## src/rtl/uart_tx_pkg.sv

```systemverilog
// Shared definitions for the 8N1 UART transmitter: state encoding,
// default bit period and a counter-width helper.
`timescale 1ns/1ps

package uart_tx_pkg;

  // 12 MHz system clock / 115200 baud
  localparam int unsigned CLKS_PER_BIT_DEFAULT = 104;

  // Data bits per frame (8N1)
  localparam int unsigned DATA_BITS = 8;

  typedef enum logic [1:0] {
    IDLE  = 2'd0,
    START = 2'd1,
    DATA  = 2'd2,
    STOP  = 2'd3
  } state_t;

  // Width of the bit-period counter; never narrower than one bit.
  function automatic int unsigned cnt_width(input int unsigned clks);
    return (clks <= 2) ? 1 : $clog2(clks);
  endfunction

endpackage

```

## src/rtl/uart_tx_baud_tick.sv

```systemverilog
// Reloadable bit-period down-counter. tick is high on the last cycle of
// each bit period while enabled; clear restarts a full period.
`timescale 1ns/1ps

module baud_tick
  import uart_tx_pkg::*;
#(
  parameter int unsigned CLKS_PER_BIT = CLKS_PER_BIT_DEFAULT
) (
  input  logic clk,
  input  logic rst,
  input  logic clear,
  input  logic enable,
  output logic tick
);

  localparam int unsigned W = cnt_width(CLKS_PER_BIT);
  localparam logic [W-1:0] RELOAD = W'(CLKS_PER_BIT - 1);

  logic [W-1:0] cnt = '0;

  // Count down from RELOAD to zero, reloading at each bit boundary.
  always_ff @(posedge clk) begin
    if (rst) begin
      cnt <= '0;
    end else if (clear) begin
      cnt <= RELOAD;
    end else if (enable) begin
      if (cnt == '0) cnt <= RELOAD;
      else           cnt <= cnt - W'(1);
    end
  end

  assign tick = enable && (cnt == '0);

endmodule

```

## src/rtl/uart_tx.sv

```systemverilog
// 8N1 UART transmitter. A one-cycle transmit request in IDLE latches
// tx_byte and sends start bit, 8 data bits LSB first, then stop bit, each
// held for CLKS_PER_BIT cycles. Requests while busy are dropped.
// All outputs come straight from flops.
`timescale 1ns/1ps

module uart_tx
  import uart_tx_pkg::*;
#(
  parameter int unsigned CLKS_PER_BIT = CLKS_PER_BIT_DEFAULT
) (
  input  logic       clk,
  input  logic       rst,
  input  logic [7:0] tx_byte,
  input  logic       transmit,
  output logic       is_transmitting,
  output logic       tx,
  output logic       tx_done
);

  localparam logic [2:0] LAST_BIT = 3'(DATA_BITS - 1);

  state_t     state = IDLE;
  state_t     state_next;
  logic [7:0] shift = '0;
  logic [7:0] shift_next;
  logic [2:0] bit_idx = '0;
  logic [2:0] bit_idx_next;
  logic       tx_q = 1'b1;
  logic       tx_next;
  logic       busy_q = 1'b0;
  logic       busy_next;
  logic       done_q = 1'b0;
  logic       done_next;
  logic       accept;
  logic       tick;

  assign accept = (state == IDLE) && transmit;

  baud_tick #(
    .CLKS_PER_BIT(CLKS_PER_BIT)
  ) u_baud_tick (
    .clk   (clk),
    .rst   (rst),
    .clear (accept),
    .enable(state != IDLE),
    .tick  (tick)
  );

  // Next-state and next-output logic; outputs hold unless a bit boundary hits.
  always_comb begin
    state_next   = state;
    shift_next   = shift;
    bit_idx_next = bit_idx;
    tx_next      = tx_q;
    busy_next    = busy_q;
    done_next    = 1'b0;
    case (state)
      IDLE: begin
        if (transmit) begin
          state_next   = START;
          shift_next   = tx_byte;
          bit_idx_next = '0;
          tx_next      = 1'b0;
          busy_next    = 1'b1;
        end
      end
      START: begin
        if (tick) begin
          state_next   = DATA;
          tx_next      = shift[0];
          bit_idx_next = '0;
        end
      end
      DATA: begin
        if (tick) begin
          if (bit_idx == LAST_BIT) begin
            state_next = STOP;
            tx_next    = 1'b1;
          end else begin
            shift_next   = {1'b0, shift[7:1]};
            tx_next      = shift[1];
            bit_idx_next = bit_idx + 3'd1;
          end
        end
      end
      STOP: begin
        if (tick) begin
          state_next = IDLE;
          busy_next  = 1'b0;
          done_next  = 1'b1;
        end
      end
      default: begin
        state_next = IDLE;
      end
    endcase
  end

  // State and output registers; reset aborts any frame without a done pulse.
  always_ff @(posedge clk) begin
    if (rst) begin
      state   <= IDLE;
      shift   <= '0;
      bit_idx <= '0;
      tx_q    <= 1'b1;
      busy_q  <= 1'b0;
      done_q  <= 1'b0;
    end else begin
      state   <= state_next;
      shift   <= shift_next;
      bit_idx <= bit_idx_next;
      tx_q    <= tx_next;
      busy_q  <= busy_next;
      done_q  <= done_next;
    end
  end

  assign tx              = tx_q;
  assign is_transmitting = busy_q;
  assign tx_done         = done_q;

endmodule

```

## config.mk

```make
export PLATFORM = sky130hd
export DESIGN_NAME = uart_tx
export DESIGN_NICKNAME = d
export VERILOG_FILES = /design/src/rtl/uart_tx_pkg.sv /design/src/rtl/uart_tx_baud_tick.sv /design/src/rtl/uart_tx.sv
export SDC_FILE = /design/constraint.sdc
export NUM_CORES = 1
export LEC_CHECK = 0
export ABC_AREA = 1
export CORE_AREA = 2 2 50 52
export DETAILED_ROUTE_END_ITERATION = 7
export DIE_AREA = 0 0 52 54
export HOLD_SLACK_MARGIN = 0.02
export PLACE_DENSITY = 0.9
export SLEW_MARGIN = 20
export SYNTH_ARGS = -nofsm -noshare
export SYNTH_HDL_FRONTEND = slang
export SYNTH_SLANG_ARGS = --single-unit
```

## constraint.sdc

```tcl
create_clock -name clk -period 2.2 [get_ports clk]
set_input_delay 0.22 -clock clk [delete_from_list [all_inputs] [get_ports clk]]
set_output_delay 0.22 -clock clk [all_outputs]
set_load 0.005 [all_outputs]
```

Word level (Yosys, flattened, before mapping)
Index checks and enable logic that the tools add are counted.
{"block": "totals", "ff_bits": 23, "in_bits": 11, "output_inout_bits": 3, "wordCells": 64}
{"block": "op_classes", "add_sub_neg": 2, "eq_ne": 10, "mux": 27, "bitwise_logic": 1, "reduce_logical": 16}
{"op": "8-bit two-way mux", "n": 3}
{"op": "7-bit two-way mux", "n": 3}
{"op": "8-bit case mux with 2 select lines", "n": 1}
{"op": "3-bit two-way mux", "n": 4}
{"op": "2-bit inequality test, second input constant", "n": 6}
{"op": "2-bit two-way mux", "n": 5}
{"op": "5-bit AND reduction", "n": 2}
{"op": "3-bit case mux with 3 select lines", "n": 1}
{"op": "2-bit case mux with 4 select lines", "n": 1}
{"op": "4-bit AND reduction", "n": 2}
{"op": "2-bit nonzero test", "n": 4}
{"op": "7-bit zero test", "n": 1}
{"op": "1-bit two-way mux", "n": 7}
{"op": "7-bit by 1-bit subtractor with 7-bit output, second input constant", "n": 1}
{"op": "2-bit == test, second input constant", "n": 2}
{"op": "2-bit OR reduction", "n": 2}
{"op": "3-bit by 1-bit adder with 3-bit output, second input constant", "n": 1}
{"op": "3-bit == test, second input constant", "n": 1}
{"op": "1-bit case mux with 3 select lines", "n": 1}
{"op": "3-bit AND reduction", "n": 1}
{"op": "3-bit nonzero test", "n": 1}
{"op": "2-bit by 1-bit == test with 1-bit output, second input constant", "n": 1}
{"op": "1-bit logical AND", "n": 2}
{"op": "2-bit zero test", "n": 1}
{"op": "other kinds (2)", "n": 2}

Longest topological paths before layout
{"block": "depth", "depth_word": 4, "depth_mapped": 11, "mapped_depth_nobuf": 10}

Modules after synthesis
From an unflattened synthesis, not the netlist that was laid out.
{"block": "hier_totals", "hier_cells": 198, "area_unflattened_um2": 1302.5}
{"mod": "uart_tx", "instances": 1, "cells_per_inst": 142, "area_each_um2": 915.9, "seq_area_each_um2": 320.3}
{"mod": "baud_tick", "instances": 1, "cells_per_inst": 56, "area_each_um2": 386.6, "seq_area_each_um2": 140.1}

Least setup slack after synthesis
No wires, ideal clock.
{"block": "synth_path", "path_type": "flip-flop to flip-flop", "start": "register state[0]", "end": "register tx_q (netlist: tx)", "setup_ps": 123, "arrival_ps": 1336, "t_required_ps": 2077, "setup_slack_ps": 741, "stages_incl_launch_ff": 9, "path_buffers": 0, "period_less_slack_ps": 1459, "path_cell_list": "dfxtp_1 -> inv_1 -> ha_1 -> inv_2 -> nand4_4 -> nand2_2 -> nand2_1 -> a21oi_1 -> o21ai_0"}
{"block": "synth_between", "elab_chain_cells": 4, "elab_cells_between_ends": 11, "classes_between": "eq/ne (5); mux (1); reduce/logical (5)"}
{"element": "from (decl)", "line_no": "uart_tx.sv:23", "source": "state_t state = IDLE;"}
{"element": "from (signal assigned)", "line_no": "uart_tx.sv:110", "source": "state <= state_next;"}
{"element": "2-bit nonzero test", "line_no": "uart_tx.sv:46", "source": ".enable(state != IDLE),"}
{"element": "1-bit logical AND", "line_no": "uart_tx_baud_tick.sv:34", "source": "assign tick = enable && (cnt == '0);"}
{"element": "2-bit inequality test (no source line)"}
{"element": "4-bit AND reduction (no source line)"}
{"element": "to (signal assigned)", "line_no": "uart_tx.sv:113", "source": "tx_q <= tx_next;"}
{"element": "to (decl)", "line_no": "uart_tx.sv:29", "source": "logic tx_q = 1'b1;"}
Parallel ways exist; a longest one is shown, timed or not.
A chain may end at the register's enable or synchronous reset.

Final worst setup path
{"block": "layout_path", "start": "register state[0]", "end": "register state[1]"}
{"block": "layout_between", "elab_chain_cells": 4, "elab_cells_between_ends": 13, "classes_between": "eq/ne (8); mux (1); reduce/logical (4)"}
{"element": "2-bit nonzero test", "line_no": "uart_tx.sv:46"}
{"element": "1-bit logical AND", "line_no": "uart_tx_baud_tick.sv:34"}
{"element": "2-bit inequality test (no source line)"}
{"element": "5-bit AND reduction (no source line)"}
Parallel ways exist; a longest one is shown, timed or not.

==> flow_metrics.tcl <==
set metrics [dict create \
    worstPathArrival_ps 1930 \
    worstSetupStartpointType "flip-flop" \
    dr.pass1.iters 4 \
    synthFlopType "dfxtp_1" \
    cts_hold_buf 0 \
    async_flop_share 0 \
    clockRootBuffer "clkbuf_4" \
    register_area_um2 460 \
    timing.fmax_mhz 595 \
    io_buffer_count 13 \
    end_kind "flip-flop" \
    tightest_slew_ps 393 \
    cts_tree "yes" \
    final.period_utilization 0.763 \
    final-max-slew-violation-count 0 \
    power.density_nw_per_um2 1270 \
    vias 1079 \
    clock_path_buffers 2 \
    coreArea_um2 2320 \
    rsz0062_at_grt "no" \
    cts_resized 0 \
    yosys-top-cells-area "dfxtp_1, nand2_1, ha_1, inv_1, a21oi_1" \
    cp_num_buf_inv 1 \
    worst-path-stages 7 \
    hold_class "flip-flop to flip-flop" \
    grt_max_degree 15 \
    syn-num-nets 189 \
    hpwlAfterDp_um 1860 \
    grt-ovfl-total 0 \
    drive_above_1_share 0.114 \
    ios 14 \
    areaGrowthSynthToFinish_pct 14.3 \
    dr_wl_met3_um 92 \
    route.detailed.drc 0 \
    synth_edf_count 0 \
    reg2reg_from "state[0]" \
    crit_required_ps 2460 \
    drt-initial-drc-count 14 \
    nets 205 \
    worst-path-max-fanout 6 \
    postSynthCellCount 169 \
    diodes 0 \
    hold_violations 0 \
    crit_start "state[0]" \
    slew_headroom 0.735 \
    postLayoutCoreUtil 0.630 \
    die_width_um 52 \
    cts_buffers 3 \
    place_area_um2 1430 \
    synth.ff_latch_count 23 \
    place.gp.congestion 0.796 \
    grt.total_usage 0.185 \
    clk-insertion-delay-late_ps 320 \
    wirelength_um 2290 \
    yosys_warnings 0 \
    crit_chain "inv_1, ha_1, nand2_1, nand3b_2, o21ai_2, nand3_1, a21oi_1" \
    cp_top_family "simple AND/OR/NAND/NOR gates" \
    final_cell_area_um2 1460 \
    netlist_area_um2 1280 \
    rows 18 \
    die-area_um2 2810 \
    multiInputGateArea_um2 693 \
    cts-htree-levels 1 \
    die_y_um 54 \
    critPathCapture "state[1]" \
    grt_pass1_vias 979 \
    fin_tns_setup_ps 0 \
    ys_types 33 \
    wl_per_cell_um 10.7 \
    setup_viol 0 \
    r2r_cells 7 \
    total_power_w 0.00186 \
    r2r_end "state[1]" \
    min_period_ps 1680 \
    irDropWorstVdd_v 0.000881 \
    leakagePower_nw 0.652 \
    yosysTopAreaCell "dfxtp_1" \
    outcome "finished clean" \
    dr_wl_met2_um 1230 \
    vias_per_cell 5.04 \
    cts_setup_buffers 0 \
    fin_skew_ps 12.3 \
    cap_violations 0 \
    wl_met1_um 972 \
    antenna_left 0 \
    cpMaxStageDelayCell "dfxtp_1" \
    synth_top_area_share 0.360 \
    timing.reg2reg.setup_slack_ps 520 \
    max_stage_delay_ps 430 \
    worstSetupPathType "flip-flop to flip-flop" \
    grt_pass1_wl_um 3870 \
    top_layer "met4" \
    path_clk_slew_ps 130 \
    start_util 0.551 \
    cts.sinks 23 \
    avgSynthCellArea_um2 7.57 \
    seq_area_frac_synth 0.360 \
    fillers 203 \
    antenna_found_initial 0 \
]
## per-layer routing
layer	up-vias	track usage
li1	575	-
met1	487	0.188
met2	15	0.371
met3	2	0.0583
met4	0	0.0307
met5	-	0
## worst min path at each step
stage / startpoint / endpoint / slack, ps / cells past startpoint
2_1_floorplan: tx_byte[6] / shift[6] / 420 / 2
3_3_place_gp: tx / tx / 450 / 2
3_5_place_dp: bit_idx[1] / bit_idx[1] / 470 / 2
4_1_cts: bit_idx[1] / bit_idx[1] / 490 / 2
5_1_grt: tx_byte[6] / shift[6] / 510 / 3
6_report: bit_idx[1] / bit_idx[1] / 480 / 2
## stage by stage
| step | worst slack [ps] | hold slack [ps] | std cells |
|---|---|---|---|
| 2_1_floorplan | 741 | 417 | 169 |
| 3_3_place_gp | 625 | 449 | 210 |
| 3_5_place_dp | 543 | 467 | 210 |
| 4_1_cts | 518 | 486 | 214 |
| 5_1_grt | 308 | 514 | 214 |
| 6_report | 521 | 483 | 214 |
## synth_stat cells (all sizes together), types with 2 or more instances
| master | instances |
|---|---|
| ha | 9 |
| nor3 | 2 |
| a21oi | 14 |
| dfxtp | 23 |
| inv | 23 |
| xnor2 | 4 |
| nor2 | 19 |
| o21ai | 13 |
| nand4 | 5 |
| nand3 | 5 |
| buf | 3 |
| nand2 | 40 |
## worst register-to-register path: stages (launching register included)
cell and delay (ps):
dfxtp_1 430, inv_1 100, ha_1 280, nand2_1 210
nand3b_2 130, o21ai_2 190, nand3_1 110, a21oi_1 170
## cell type report
class                           instances  area share
Clock buffer                            3      0.0154
Clock inverter                          1     0.00342
Sequential cell                        23       0.315
Multi-Input combinational cell        118       0.474
Inverter                               24      0.0668
Tap cell                               30      0.0257
Timing Repair Buffer                   15      0.0993
## flip-flops by register name (all words and copies together) (netlist names)
name,cells
shift,8
state,2
bit_idx,3
u_baud_tick.cnt,7
tx,1
is_transmitting,1
tx_done,1
## kinds of logic after synthesis
logic type | after synthesis | share of synthesized area
xor+xnor | 5 | 0.0342
flops | 23 | 0.360
compound gates | 30 | 0.134
simple gates | 73 | 0.278
fa+ha+maj | 9 | 0.0881
mux | 1 | 0.00783
buf+inv | 28 | 0.0978
## power by group
group          leakage [nW]  total [W]  internal, W  switching (W)
combinational         0.444    0.00100     0.000394       0.000610
clock                0.0177   0.000194    0.0000680       0.000126
sequential            0.190   0.000659     0.000558       0.000101
## cells in the final DEF (no fill, tap or decap), types with 9 or more instances in the layout
master / instances
clkdlybuf4s50_1: 13
ha_1: 9
dfxtp_1: 23
o21ai_0: 11
nand2_1: 37
a21oi_1: 14
inv_1: 20
nor2_1: 16
Note: power is estimated with default switching activity, not from simulation.
